===== src/rtl/scaler_h_ctrl.sv =====
// Horizontal scaler step sequencer: divides in/out widths, applies at frame start.
// Optional macro SCALER_H_CTRL_ROUND_EN selects round-to-nearest division.
module scaler_h_ctrl #(
    parameter int PIXEL_STEP = 4096,
    parameter int WIDTH_W    = 16,
    parameter int STEP_W     = 16
) (
    input  logic               clk,
    input  logic               rst_n,
    input  logic [WIDTH_W-1:0] cfg_in_width,
    input  logic [WIDTH_W-1:0] cfg_out_width,
    input  logic               cfg_valid,
    output logic               cfg_ready,
    input  logic               de_i,
    input  logic               vs_i,
    output logic [STEP_W-1:0]  scale_step_h,
    output logic               step_upd,
    output logic               pending,
    output logic               busy,
    output logic               cfg_err
);

    localparam int SH = $clog2(PIXEL_STEP);
`ifdef SCALER_H_CTRL_ROUND_EN
    localparam int DW = WIDTH_W + SH + 1;
`else
    localparam int DW = WIDTH_W + SH;
`endif
    localparam int RW = WIDTH_W + 1;
    localparam int CW = $clog2(DW + 1);

    typedef enum logic [1:0] {
        IDLE,
        DIV,
        WAIT_FRAME
    } state_t;

    state_t state_q, state_d;

    logic [DW-1:0]      quo_q;
    logic [RW-1:0]      rem_q;
    logic [WIDTH_W-1:0] dvs_q;
    logic [CW-1:0]      cnt_q;
    logic [STEP_W-1:0]  pend_q;
    logic [STEP_W-1:0]  step_q;
    logic               upd_q;
    logic               err_q;

    logic               accept;
    logic               last;
    logic               apply;
    logic [RW-1:0]      rem_sh;
    logic [RW-1:0]      rem_nx;
    logic               ge;
    logic [DW-1:0]      quo_nx;
    logic [DW-1:0]      dvd_ld;
    logic               hi_set;
    logic               q_zero;

    assign accept = cfg_valid && (state_q == IDLE);
    assign last   = (cnt_q == CW'(DW - 1));
    assign apply  = (state_q == WAIT_FRAME) && de_i && vs_i;

`ifdef SCALER_H_CTRL_ROUND_EN
    assign dvd_ld = {1'b0, cfg_in_width, {SH{1'b0}}}
                  + DW'(cfg_out_width >> 1);
`else
    assign dvd_ld = {cfg_in_width, {SH{1'b0}}};
`endif

    // Remainder stays below the divisor, so dropping its top bit is lossless
    assign rem_sh = RW'({rem_q, quo_q[DW-1]});
    assign ge     = rem_sh >= {1'b0, dvs_q};
    assign rem_nx = ge ? rem_sh - {1'b0, dvs_q} : rem_sh;
    assign quo_nx = {quo_q[DW-2:0], ge};
    assign hi_set = |quo_nx[DW-1:STEP_W];
    assign q_zero = (quo_nx == '0);

    always_ff @(posedge clk) begin
        if (!rst_n) state_q <= IDLE;
        else        state_q <= state_d;
    end

    always_comb begin
        state_d = state_q;
        unique case (state_q)
            IDLE: begin
                if (accept && (cfg_out_width != '0)) state_d = DIV;
            end
            DIV: begin
                if (last) state_d = WAIT_FRAME;
            end
            WAIT_FRAME: begin
                if (de_i && vs_i) state_d = IDLE;
            end
            default: state_d = IDLE;
        endcase
    end

    always_ff @(posedge clk) begin
        if (!rst_n) begin
            quo_q  <= '0;
            rem_q  <= '0;
            dvs_q  <= '0;
            cnt_q  <= '0;
            pend_q <= '0;
            step_q <= STEP_W'(PIXEL_STEP);
            upd_q  <= 1'b0;
            err_q  <= 1'b0;
        end else begin
            upd_q <= 1'b0;
            if (accept) begin
                err_q <= (cfg_out_width == '0);
                dvs_q <= cfg_out_width;
                quo_q <= dvd_ld;
                rem_q <= '0;
                cnt_q <= '0;
            end
            if (state_q == DIV) begin
                quo_q <= quo_nx;
                rem_q <= rem_nx;
                cnt_q <= cnt_q + 1'b1;
                if (last) begin
                    if (hi_set)      pend_q <= '1;
                    else if (q_zero) pend_q <= STEP_W'(1);
                    else             pend_q <= quo_nx[STEP_W-1:0];
                    if (hi_set || q_zero) err_q <= 1'b1;
                end
            end
            if (apply) begin
                step_q <= pend_q;
                upd_q  <= 1'b1;
            end
        end
    end

    assign cfg_ready    = (state_q == IDLE);
    assign busy         = (state_q != IDLE);
    assign pending      = (state_q == WAIT_FRAME);
    assign scale_step_h = step_q;
    assign step_upd     = upd_q;
    assign cfg_err      = err_q;

endmodule


===== config.mk =====
export PLATFORM = sky130hd
export DESIGN_NAME = scaler_h_ctrl
export DESIGN_NICKNAME = d
export VERILOG_FILES = /design/src/rtl/scaler_h_ctrl.sv
export SDC_FILE = /design/constraint.sdc
export NUM_CORES = 1
export LEC_CHECK = 0
export ABC_AREA = 1
export CAP_MARGIN = 40
export CORE_ASPECT_RATIO = 1.2
export CORE_MARGIN = 10
export CORE_UTILIZATION = 51
export DETAILED_ROUTE_END_ITERATION = 16
export GPL_TIMING_DRIVEN = 1
export PLACE_DENSITY = 0.76
export SLEW_MARGIN = 30
export SYNTH_ARGS = -nofsm -noshare
export SYNTH_HDL_FRONTEND = slang
export SYNTH_SLANG_ARGS = --single-unit

===== constraint.sdc =====
create_clock -name clk -period 1.8 [get_ports clk]
set_input_delay 0.36 -clock clk [delete_from_list [all_inputs] [get_ports clk]]
set_output_delay 0.36 -clock clk [all_outputs]
set_load 0.005 [all_outputs]

==> results.cfg <==
[status]
status = finished, violations left
violations = setup timing

[timing]
clock-skew-final_ps = 8.31
fin_crit_ps = 1830
setup_ws_ps = -26.4
slew_viol_final = 0
fin_tns_setup_ps = -33.2
maxSlewHeadroom = 0.570
final-setup-viol-count = 3
max_freq_mhz = 548
finalCritPeriodShare = 1.01
grt_setup_unrepaired = true
hold_viol = 0
worstMarginPinSlew_ps = 639
hold_slack_ps = 473

[clocking]
cts_tree = done
cts_buffer_depth = 2
cts-buffers-inserted = 9
cts_root_buffer = clkbuf_16
clock_latency_ps = 350
clock-sinks = 101
path_clk_slew_ps = 80
htree_num_levels = 3

[finish]
area_growth_pct = 39.6
design_area_mm2 = 0.00713
drive_gt1_frac = 0.248
final_cell_mix = 138 x nand2_1, 86 x dfxtp_1, 72 x inv_1
final_common_cell = nand2_1
nets = 880
antennaDiodeCount = 0

[floorplanning]
die_area_mm2 = 0.0144
fp.dieW_um = 111
die_h_um = 130
core_area_mm2 = 0.00966
initial_utilization = 0.528
num_rows = 39
ios = 58

[setup_path]
worstReg2RegStart = dvs_q[2]
cp.buffers_inverters = 1
critPathKind = flop to flop
critPathSlowestCell = dfxtp_1
startpoint_type = flop
required_ps = 2070
arrival_ps = 2100
cp_top_family = simple AND/OR/NAND/NOR gates
r2r_cells = 11
crit_start = dvs_q[2]
critical_path.max_stage_delay_ps = 300
r2r_setup_slack_ps = -30
cp_max_fo = 5
cp-end-kind = flop
cp.depth = 11
crit_chain = inv_1, ha_4, or2_2, and2_1, nand3_1, nand3_1, nand2_1, nand2_1, nand2_1, nand3_1, a21oi_1

[synth]
synth-main-ff-cell = dfxtp_1
synth_edf_count = 0
syn_area_mm2 = 0.00510
synth_top_cell_by_area = dfxtp_1
yosysSeqAreaShare = 0.396
async_reset_ff_frac = 0
yosys_register_bits = 101
synth_nets = 763
synth-warning-count = 0
yosys.area.top_type_share = 0.396
syn_avg_cell_area_um2 = 7.21
netlist-cell-type-count = 37
synth_area_leaders = dfxtp_1 40%, nand2_1 11%, inv_1 6.1%, a21oi_1 6.0%, nor2_1 5.1%
syn_inst = 708

[global_routing]
grt_pass1_wl_um = 24500
grt-ovfl-total = 0
grt_pass1_vias = 5256
grt_usage = 0.200
antenna_found_initial = 0
grt_max_degree = 52

[placement]
post_dp_cell_area_mm2 = 0.00624
portBuffers = 57
gp_congestion = 0.927
dp_hpwl_um = 10100

[detailed_routing]
remaining_drc_errors = 0
finalWirelength_um = 15000
num_vias = 5151
drtIter0Drc = 299
wl_per_cell_um = 15.7
vias_per_cell = 5.41
ant_nets = 0
drt-pass1-iter-count = 5

[power_and_ir_drop]
power.density_mw_per_mm2 = 1470
irDropWorstVdd_v = 0.000689
leakagePower_nw = 3.10

[hold_path]
hold_class = flop to flop
worst_hold_startpoint = scale_step_h[12]
whs_path_depth = 2

[flow_run]
max-cap-violations = 0
==> report_power, final <==
| group | leakage [nW] | internal (W) | switching (W) |
|---|---|---|---|
| clock network | 0.151 | 0.00100 | 0.000995 |
| registers | 0.829 | 0.00244 | 0.000175 |
| logic | 2.12 | 0.00262 | 0.00321 |
| total | 3.10 | 0.00607 | 0.00438 |
==> timing repair <==
item	4_1_cts	5_1_grt
setup buffers	5	6
hold buffers	0	0
cloned	2	0
pin swaps	11	15
gates resized for setup	45	67
endpoints found under the setup margin	22	20
==> sequential cells by signal, indices dropped and copies added, names as in the netlist <==
register,count
cfg_err,1
cnt_q,5
dvs_q,16
pend_q,16
quo_q,28
rem_q,16
scale_step_h,16
state_q,2
step_upd,1
==> synthesized netlist by cell type (5+ instances only) <==
cell / n
a211oi_1: 30
a21oi_1: 61
buf_2: 10
clkbuf_1: 17
dfxtp_1: 101
ha_1: 17
inv_1: 83
inv_2: 6
nand2_1: 156
nand2_2: 6
nand3_1: 33
nand3b_1: 14
nand4_1: 9
nor2_1: 70
nor4_1: 6
o21ai_0: 37
o221ai_1: 15
xnor2_1: 5
==> metal layers <==
layer	vias up	wire [um]	GRT usage
li1	2575	-	-
met1	2412	6160	0.224
met2	129	7740	0.357
met3	35	587	0.0457
met4	0	499	0.0908
met5	-	0	0
==> kinds of logic (layout without fill, tap and decap cells) <==
| kind of cell | after synthesis | in the layout | share of synthesized area |
|---|---|---|---|
| simple gates | 313 | 315 | 0.277 |
| fa+ha+maj | 18 | 18 | 0.0456 |
| compound gates | 146 | 146 | 0.173 |
| buf+inv | 123 | 243 | 0.0966 |
| xor+xnor | 7 | 7 | 0.0120 |
| flops | 101 | 101 | 0.396 |
==> worst register-to-register path, cell delays in order (launching register included) <==
cell     delay [ps]
dfxtp_1         300
inv_1           110
ha_4            230
or2_2           290
and2_1          190
nand3_1         130
nand3_1          90
nand2_1          60
nand2_1          60
nand2_1          70
nand3_1          80
a21oi_1         140
==> final cells by class <==
class,count,area [um2]
well taps,123,154
clock inverters,7,86.3
inverters,91,344
fillers,753,2530
flip-flops and latches,101,2040
multi-input cells,486,3030
clock buffers,9,225
repair buffers,136,1240
==> per-stage QoR <==
stage          instances  worst slack, ps  total power, W   util
2_1_floorplan        708             37.7         0.00548      -
3_3_place_gp         924             -162         0.00683  0.646
3_5_place_dp         924             -153         0.00690  0.646
4_1_cts              947            -2.91         0.00959  0.707
5_1_grt              953             -125          0.0110  0.738
6_report             953            -26.4          0.0104  0.738
==> path summary, 6_finish.rpt <==
check	endpoint
setup reg to reg	rem_q[11]
setup / recovery	rem_q[11]
hold reg to reg	scale_step_h[12]
hold / removal	scale_step_h[12]
Note: power is estimated with default switching activity, not from simulation.
